`config.mk`:
```
export PLATFORM = sky130hd
export DESIGN_NAME = ram_port_arbiter_flat
export DESIGN_NICKNAME = d
export VERILOG_FILES = /design/src/rtl/ram_port_arbiter_if.sv /design/src/rtl/ram_port_arbiter.sv /design/src/flat_wrapper.sv
export SDC_FILE = /design/constraint.sdc
export NUM_CORES = 1
export LEC_CHECK = 0
export BUFFER_PORTS_ARGS = -buffer_cell sky130_fd_sc_hd__clkbuf_2
export CAP_MARGIN = 15
export CELL_PAD_IN_SITES_DETAIL_PLACEMENT = 0
export CELL_PAD_IN_SITES_GLOBAL_PLACEMENT = 2
export CORE_AREA = 2 2 243 245
export DETAILED_ROUTE_END_ITERATION = 10
export DIE_AREA = 0 0 245 247
export PLACE_DENSITY_LB_ADDON = 0.1
export SETUP_SLACK_MARGIN = 0.15
export SYNTH_ARGS = -nofsm -noshare
export SYNTH_HDL_FRONTEND = slang
export SYNTH_SLANG_ARGS = --single-unit
export TNS_END_PERCENT = 50
```
`constraint.sdc`:
```
create_clock -name clk -period 12.02 [get_ports clk]
set_clock_uncertainty 0.2 [all_clocks]
set_input_delay 2.404 -clock clk [delete_from_list [all_inputs] [get_ports clk]]
set_output_delay 2.404 -clock clk [all_outputs]
set_load 0.005 [all_outputs]
```
`src/rtl/ram_port_arbiter_if.sv`:
```
// Bus bundle for ram_port_arbiter: fetch port, load/store port and the RAMHelper port.
// The arbiter takes the slave view; the core/RAM side (or a testbench) takes the master view.
interface ram_port_arbiter_if;
  logic        if_req_valid;
  logic        if_req_ready;
  logic [63:0] if_req_addr;
  logic        if_resp_valid;
  logic [31:0] if_resp_inst;
  logic        if_resp_ready;

  logic        mem_req_valid;
  logic        mem_req_ready;
  logic        mem_req_we;
  logic [63:0] mem_req_addr;
  logic [63:0] mem_req_wdata;
  logic [7:0]  mem_req_wstrb;
  logic        mem_resp_valid;
  logic [63:0] mem_resp_rdata;
  logic        mem_resp_ready;

  logic        ram_ren;
  logic [63:0] ram_ridx;
  logic [63:0] ram_rdata;
  logic        ram_wen;
  logic [63:0] ram_widx;
  logic [63:0] ram_wdata;
  logic [63:0] ram_wmask;

  modport slave (
    input  if_req_valid, if_req_addr, if_resp_ready,
    input  mem_req_valid, mem_req_we, mem_req_addr, mem_req_wdata, mem_req_wstrb, mem_resp_ready,
    input  ram_rdata,
    output if_req_ready, if_resp_valid, if_resp_inst,
    output mem_req_ready, mem_resp_valid, mem_resp_rdata,
    output ram_ren, ram_ridx, ram_wen, ram_widx, ram_wdata, ram_wmask
  );

  modport master (
    output if_req_valid, if_req_addr, if_resp_ready,
    output mem_req_valid, mem_req_we, mem_req_addr, mem_req_wdata, mem_req_wstrb, mem_resp_ready,
    output ram_rdata,
    input  if_req_ready, if_resp_valid, if_resp_inst,
    input  mem_req_ready, mem_resp_valid, mem_resp_rdata,
    input  ram_ren, ram_ridx, ram_wen, ram_widx, ram_wdata, ram_wmask
  );
endinterface

```
`src/rtl/ram_port_arbiter.sv`:
```
// Shares one RAMHelper port between instruction fetch and load/store, one request in flight.
// Data side has priority; fetch is forced through after STARVE_LIMIT consecutive denials.
module ram_port_arbiter #(
  parameter logic [63:0] BASE_ADDR    = 64'h0000_0000_8000_0000,
  parameter int unsigned STARVE_LIMIT = 4
) (
  input logic                 clk,
  input logic                 rst,
  ram_port_arbiter_if.slave   io_bus
);
  typedef enum logic {IDLE, RESP} state_t;

  localparam logic [3:0] LIMIT = 4'(STARVE_LIMIT);

  state_t      r_state;
  logic [3:0]  r_starve_cnt;
  logic        r_owner_mem;
  logic        r_is_write;
  logic        r_half;
  logic        r_first;
  logic [63:0] r_hold;
  logic        r_if_resp_valid;
  logic        r_mem_resp_valid;

  logic        w_idle;
  logic        w_grant_if;
  logic        w_grant_mem;
  logic        w_accept_if;
  logic        w_accept_mem;
  logic        w_read;
  logic        w_write;
  logic [63:0] w_addr;
  logic [63:0] w_idx;
  logic [63:0] w_wmask;
  logic [63:0] w_data;
  logic        w_handshake;

  // rst is folded in so a reset during an accept cycle kills the RAM command at once
  assign w_idle       = rst & (r_state == IDLE);
  assign w_grant_if   = io_bus.if_req_valid & (~io_bus.mem_req_valid | (r_starve_cnt == LIMIT));
  assign w_grant_mem  = io_bus.mem_req_valid & ~w_grant_if;
  assign w_accept_if  = w_idle & w_grant_if;
  assign w_accept_mem = w_idle & w_grant_mem;
  assign w_write      = w_accept_mem & io_bus.mem_req_we;
  assign w_read       = w_accept_if | (w_accept_mem & ~io_bus.mem_req_we);

  assign w_addr = w_grant_if ? io_bus.if_req_addr : io_bus.mem_req_addr;
  assign w_idx  = (w_addr - BASE_ADDR) >> 3;

  always_comb begin
    w_wmask = '0;
    for (int k = 0; k < 8; k++) begin
      w_wmask[8*k +: 8] = {8{io_bus.mem_req_wstrb[k]}};
    end
  end

  assign io_bus.if_req_ready  = w_accept_if;
  assign io_bus.mem_req_ready = w_accept_mem;
  assign io_bus.ram_ren       = w_read;
  assign io_bus.ram_ridx      = w_read  ? w_idx : '0;
  assign io_bus.ram_wen       = w_write;
  assign io_bus.ram_widx      = w_write ? w_idx : '0;
  assign io_bus.ram_wdata     = w_write ? io_bus.mem_req_wdata : '0;
  assign io_bus.ram_wmask     = w_write ? w_wmask : '0;

  // RAM data is only valid in the first response cycle; after that the captured copy is used
  assign w_data = r_first ? io_bus.ram_rdata : r_hold;

  assign io_bus.if_resp_valid  = r_if_resp_valid;
  assign io_bus.mem_resp_valid = r_mem_resp_valid;
  assign io_bus.if_resp_inst   = r_if_resp_valid ? (r_half ? w_data[63:32] : w_data[31:0]) : '0;
  assign io_bus.mem_resp_rdata = (r_mem_resp_valid & ~r_is_write) ? w_data : '0;

  assign w_handshake = r_owner_mem ? (r_mem_resp_valid & io_bus.mem_resp_ready)
                                   : (r_if_resp_valid & io_bus.if_resp_ready);

  always_ff @(posedge clk or negedge rst) begin
    if (!rst) begin
      r_state          <= IDLE;
      r_starve_cnt     <= '0;
      r_owner_mem      <= 1'b0;
      r_is_write       <= 1'b0;
      r_half           <= 1'b0;
      r_first          <= 1'b0;
      r_hold           <= '0;
      r_if_resp_valid  <= 1'b0;
      r_mem_resp_valid <= 1'b0;
    end else if (r_state == IDLE) begin
      if (!io_bus.if_req_valid || w_grant_if) begin
        r_starve_cnt <= '0;
      end else if (w_grant_mem && r_starve_cnt != LIMIT) begin
        r_starve_cnt <= r_starve_cnt + 4'd1;
      end
      if (w_grant_if || w_grant_mem) begin
        r_state          <= RESP;
        r_owner_mem      <= w_grant_mem;
        r_is_write       <= w_grant_mem & io_bus.mem_req_we;
        r_half           <= io_bus.if_req_addr[2];
        r_first          <= 1'b1;
        r_if_resp_valid  <= w_grant_if;
        r_mem_resp_valid <= w_grant_mem;
      end
    end else begin
      if (r_first) begin
        r_hold  <= io_bus.ram_rdata;
        r_first <= 1'b0;
      end
      if (w_handshake) begin
        r_state          <= IDLE;
        r_if_resp_valid  <= 1'b0;
        r_mem_resp_valid <= 1'b0;
      end
    end
  end
endmodule

```
`src/flat_wrapper.sv`:
```
// flat-port wrapper written by rule: the top's interface ports become plain ports
module ram_port_arbiter_flat 
#(
  parameter logic [63:0] BASE_ADDR    = 64'h0000_0000_8000_0000,
  parameter int unsigned STARVE_LIMIT = 4
)
  (clk, rst, io_bus_if_req_valid, io_bus_if_req_addr, io_bus_if_resp_ready, io_bus_mem_req_valid, io_bus_mem_req_we, io_bus_mem_req_addr, io_bus_mem_req_wdata, io_bus_mem_req_wstrb, io_bus_mem_resp_ready, io_bus_ram_rdata, io_bus_if_req_ready, io_bus_if_resp_valid, io_bus_if_resp_inst, io_bus_mem_req_ready, io_bus_mem_resp_valid, io_bus_mem_resp_rdata, io_bus_ram_ren, io_bus_ram_ridx, io_bus_ram_wen, io_bus_ram_widx, io_bus_ram_wdata, io_bus_ram_wmask);
  ram_port_arbiter_if io_bus_i ();
  input logic clk;
  input logic rst;
  input wire logic [$bits(io_bus_i.if_req_valid)-1:0] io_bus_if_req_valid;
  input wire logic [$bits(io_bus_i.if_req_addr)-1:0] io_bus_if_req_addr;
  input wire logic [$bits(io_bus_i.if_resp_ready)-1:0] io_bus_if_resp_ready;
  input wire logic [$bits(io_bus_i.mem_req_valid)-1:0] io_bus_mem_req_valid;
  input wire logic [$bits(io_bus_i.mem_req_we)-1:0] io_bus_mem_req_we;
  input wire logic [$bits(io_bus_i.mem_req_addr)-1:0] io_bus_mem_req_addr;
  input wire logic [$bits(io_bus_i.mem_req_wdata)-1:0] io_bus_mem_req_wdata;
  input wire logic [$bits(io_bus_i.mem_req_wstrb)-1:0] io_bus_mem_req_wstrb;
  input wire logic [$bits(io_bus_i.mem_resp_ready)-1:0] io_bus_mem_resp_ready;
  input wire logic [$bits(io_bus_i.ram_rdata)-1:0] io_bus_ram_rdata;
  output wire logic [$bits(io_bus_i.if_req_ready)-1:0] io_bus_if_req_ready;
  output wire logic [$bits(io_bus_i.if_resp_valid)-1:0] io_bus_if_resp_valid;
  output wire logic [$bits(io_bus_i.if_resp_inst)-1:0] io_bus_if_resp_inst;
  output wire logic [$bits(io_bus_i.mem_req_ready)-1:0] io_bus_mem_req_ready;
  output wire logic [$bits(io_bus_i.mem_resp_valid)-1:0] io_bus_mem_resp_valid;
  output wire logic [$bits(io_bus_i.mem_resp_rdata)-1:0] io_bus_mem_resp_rdata;
  output wire logic [$bits(io_bus_i.ram_ren)-1:0] io_bus_ram_ren;
  output wire logic [$bits(io_bus_i.ram_ridx)-1:0] io_bus_ram_ridx;
  output wire logic [$bits(io_bus_i.ram_wen)-1:0] io_bus_ram_wen;
  output wire logic [$bits(io_bus_i.ram_widx)-1:0] io_bus_ram_widx;
  output wire logic [$bits(io_bus_i.ram_wdata)-1:0] io_bus_ram_wdata;
  output wire logic [$bits(io_bus_i.ram_wmask)-1:0] io_bus_ram_wmask;
  assign io_bus_i.if_req_valid = io_bus_if_req_valid;
  assign io_bus_i.if_req_addr = io_bus_if_req_addr;
  assign io_bus_i.if_resp_ready = io_bus_if_resp_ready;
  assign io_bus_i.mem_req_valid = io_bus_mem_req_valid;
  assign io_bus_i.mem_req_we = io_bus_mem_req_we;
  assign io_bus_i.mem_req_addr = io_bus_mem_req_addr;
  assign io_bus_i.mem_req_wdata = io_bus_mem_req_wdata;
  assign io_bus_i.mem_req_wstrb = io_bus_mem_req_wstrb;
  assign io_bus_i.mem_resp_ready = io_bus_mem_resp_ready;
  assign io_bus_i.ram_rdata = io_bus_ram_rdata;
  assign io_bus_if_req_ready = io_bus_i.if_req_ready;
  assign io_bus_if_resp_valid = io_bus_i.if_resp_valid;
  assign io_bus_if_resp_inst = io_bus_i.if_resp_inst;
  assign io_bus_mem_req_ready = io_bus_i.mem_req_ready;
  assign io_bus_mem_resp_valid = io_bus_i.mem_resp_valid;
  assign io_bus_mem_resp_rdata = io_bus_i.mem_resp_rdata;
  assign io_bus_ram_ren = io_bus_i.ram_ren;
  assign io_bus_ram_ridx = io_bus_i.ram_ridx;
  assign io_bus_ram_wen = io_bus_i.ram_wen;
  assign io_bus_ram_widx = io_bus_i.ram_widx;
  assign io_bus_ram_wdata = io_bus_i.ram_wdata;
  assign io_bus_ram_wmask = io_bus_i.ram_wmask;
  ram_port_arbiter #(.BASE_ADDR(BASE_ADDR), .STARVE_LIMIT(STARVE_LIMIT)) u_core (.clk(clk), .rst(rst), .io_bus(io_bus_i));
endmodule
```
==> results by group <==
Outcome
  • Status: complete, no violations

Clock tree
  • CTS H-tree lvls: 3
  • CTS tree: built
  • Clock Tree Buf Depth: 2
  • Post-CTS Setup Bufs: 0
  • Post-CTS Resized: 0
  • Worst-path clk slew: roughly 70 ps
  • TritonCTS Buffers: 9
  • Sink Count: 75
  • Clock latency on the worst-skew pair: approximately 350 ps
  • Hold Buf Count CTS: 0
  • Clock root cell: clkbuf_16

Detailed routing
  • Top Metal Used: met5
  • WL final: around 45000 microns
  • WL met2: roughly 22000 microns
  • TritonRoute pass-1 iters: 4
  • Metal-1 WL: about 20000 microns
  • Routed via count: a little under 9k
  • First DRT Iteration DRCs: 274
  • Final ANT Viol Nets: 0
  • Via density: around 4
  • Routed wl met3: around 3000 microns
  • Avg WL per Cell: approximately 20 microns
  • DRC Markers: 0

Cells and area
  • Area growth syn-to-layout: 45.1%
  • Fill cells: 6657
  • Share of layout cells above drive strength 1: 51.7%
  • Layout Nets: ~1.7k
  • Non-filler cells, final: roughly 2.3k
  • Final Util: just over 20%

Timing
  • Tcrit/Tclk final: between 70% and 80%
  • RSZ-0062 raised after global routing: no
  • Fin. Hold Viols: 0
  • Final setup viols: 0
  • Setup TNS Final: 0 ps
  • Fin crit period: just under 9000 ps
  • Worst Tran Pin Value: 977 ps
  • Final count of pins violating max slew: 0
  • Worst hold slack: roughly 300 ps
  • Fmax: between 0.1 and 0.15 GHz
  • Max_slew headroom: between 30% and 40%

Placed design
  • Placed cells: about 2.2k
  • Port Buffers: just over 600
  • RePlAce Congestion: 0.721
  • Final HPWL DP: ~37000 microns

Synthesis
  • Post-synthesis async set-or-reset flop share: 100%
  • Synth Warn #: 0
  • Synthesis-stage register bit count: 75
  • Primary FF master, synth: dfrtp_1
  • EDFF count, synth: 0
  • Post-Synthesis Cells: between 900 and 1k
  • Sequential area share after synthesis: 22.7%
  • Count of cell types in the netlist: 61
  • Netlist Area Pre-Place: roughly 8300 sq um
  • Mapped Avg Cell Area: ~8.6 sq um

Global route
  • Vias in the first global route: ~8.3k
  • Tot GR Track Use: approximately 14%
  • Pin count of the biggest net entering global routing: 76
  • Initial antenna violation count: 9
  • Global route overflow: 0
  • Global-route wire length before repair: between 60000 and 70000 microns

Setup path
  • Worst path bufs/invs: 3
  • Worst EP required: between 9000 and 10000 ps
  • Worst r2r path cells: 3
  • Critical Path End Type: output port
  • Critical Path Slowest Stage Cell: nand2b_1
  • FF-to-FF Start: u_core.r_first
  • Worst r2r dst: u_core.r_hold[8]
  • CP peak stage delay: 510 ps
  • Crit path DAT: between 6000 and 7000 ps
  • Kind of critical path: input port to output port
  • Worst R2R Setup Slack: 9670 ps
  • Crit Path Max Fanout: 27
  • Ordered cell list for the critical path: clkbuf_2 > nand2b_1 > nand2_4 > nand2_1 > nand2_1 > inv_1 > ha_1 > nor3b_1 > nand4_1 > nor3_1 > o221ai_1 > xnor2_1 > nor2_1 > clkbuf_2
  • Family with the most delay on the worst path: simple AND/OR/NAND/NOR gates
  • Worst setup SP type: input port

Pwr
  • VDD IR max: 0.0000875 V
  • Pleak: between 5 and 6 nW
  • PwrDens: between 100 and 150 nW/um^2
  • Power Total: between 1.5 and 2 mW

Job
  • Max Cap Viol: 0

Hold path
  • Hold path cells: 1
  • Hold_sp: u_core.r_is_write
  • Hold endpoint: u_core.r_is_write
  • HP Class: flop to flop

Floorplanning
  • Ports: about 630
  • CORE AREA: 58200 sq um
  • Die height: roughly 250 microns
  • Site row count: 89
  • Die width: between 200 and 250 microns
  • Initial Util: approximately 14%
  • Die ar.: between 60000 and 70000 sq um
cell type report:
cell class	instances	area, sq um	share of cell area [%]
multi-input cells	744	5580	46.6
repair buffers	630	3190	26.6
flip-flops and latches	75	1880	15.7
well taps	773	967	8.08
clock buffers	11	233	1.94
clock inverters	5	85.1	0.710
inverters	9	33.8	0.282
diodes	3	7.51	0.0627
metrics by stage:
stage                     area, sq um  setup WS (ps)
final                           12000           3190
after global routing            12000           2720
after CTS                       12000           3070
after detailed placement        11600           3080
after global placement          11600           3060
after floorplan                  8270           4500
worst max path at each step:
stage / startpoint / endpoint / slack [ps] / depth (start not counted)
2_1_floorplan: io_bus_mem_req_valid / io_bus_ram_widx[58] / 4500 / 14
3_3_place_gp: io_bus_mem_req_valid / io_bus_ram_widx[58] / 3060 / 14
3_5_place_dp: io_bus_if_req_valid / io_bus_ram_widx[58] / 3080 / 14
4_1_cts: io_bus_if_req_valid / io_bus_ram_widx[58] / 3070 / 14
5_1_grt: io_bus_mem_req_valid / io_bus_ram_widx[58] / 2720 / 14
6_report: io_bus_if_req_valid / io_bus_ram_widx[58] / 3190 / 14
state kept, by name, summed over array words and instances, names as in the netlist:
register,cells
u_core.io_bus.if_resp_valid,1
u_core.r_half,1
u_core.r_hold,64
u_core.r_starve_cnt,4
u_core.io_bus.mem_resp_valid,1
u_core.r_owner_mem,1
u_core.r_first,1
u_core.r_state,1
u_core.r_is_write,1
power breakdown:
group	internal, mW	switching (mW)	total, mW
sequential	0.380	0.101	0.481
combinational	0.513	0.463	0.976
clock	0.184	0.120	0.304
total	1.08	0.684	1.76
layer usage:
| metal | GRT usage, % | up-vias |
|---|---|---|
| met5 | 0 | - |
| met4 | 1.70 | 10 |
| met3 | 3.83 | 20 |
| met2 | 23.2 | 299 |
| met1 | 18.6 | 4151 |
| li1 | - | 4279 |
kinds of logic after synthesis:
| kind of cell | synth area share [%] |
|---|---|
| AND/OR/NAND/NOR | 25.8 |
| multiplexers | 32.8 |
| buffers and inverters | 10.0 |
| flip-flops | 22.7 |
| AO/OA/AOI/OAI | 4.44 |
| XOR/XNOR | 3.61 |
| adder cells (fa/ha/maj) | 0.455 |
| other | 0.0455 |
cell usage after synthesis, types with 2 or more instances:
cell type | count | area [sq um]
xor2_1 | 9 | 78.8
or3_1 | 7 | 43.8
mux2i_1 | 122 | 1220
nor2_1 | 204 | 766
buf_1 | 2 | 7.51
o21a_1 | 2 | 15.0
a21oi_1 | 8 | 40.0
mux4_2 | 32 | 721
nand3_1 | 19 | 95.1
and2_1 | 106 | 663
nand4b_1 | 3 | 26.3
buf_2 | 23 | 115
nand4_1 | 8 | 50.1
a211oi_1 | 3 | 22.5
dfrtp_1 | 75 | 1880
o21ai_0 | 10 | 50.1
inv_1 | 7 | 26.3
nor3_1 | 19 | 95.1
xnor2_1 | 25 | 219
o21ai_1 | 2 | 10.0
o22ai_1 | 4 | 25.0
nand3b_1 | 5 | 37.5
or2_2 | 3 | 18.8
o2111ai_1 | 4 | 35.0
nand2b_1 | 2 | 12.5
o32ai_1 | 2 | 17.5
mux2_2 | 67 | 754
ha_1 | 3 | 37.5
inv_2 | 2 | 7.51
or4_1 | 2 | 15.0
nor4_1 | 12 | 75.1
o31ai_1 | 4 | 30.0
nand2_1 | 24 | 90.1
a31oi_1 | 2 | 12.5
nor3b_1 | 2 | 15.0
and3_1 | 2 | 12.5
buf_4 | 70 | 526
clkbuf_1 | 36 | 135
cell usage in the layout, fill, tap and decap left out, types with 4 or more instances in the layout:
cell type and count:
clkbuf_2 616, nor2_1 204, mux2i_1 122, and2_1 106, dfrtp_1 74, mux2_2 67
mux4_2 32, xnor2_1 25, nand2_1 22, nand3_1 19, nor3_1 19, buf_4 14
nor4_1 12, o21ai_0 10, xor2_1 9, clkbuf_16 9, nand4_1 8, a21oi_1 8
inv_1 7, or3_1 7, conb_1 6, nand3b_1 5, o2111ai_1 4, o22ai_1 4
o31ai_1 4
No activity file was read; power rests on OpenSTA's default activity.
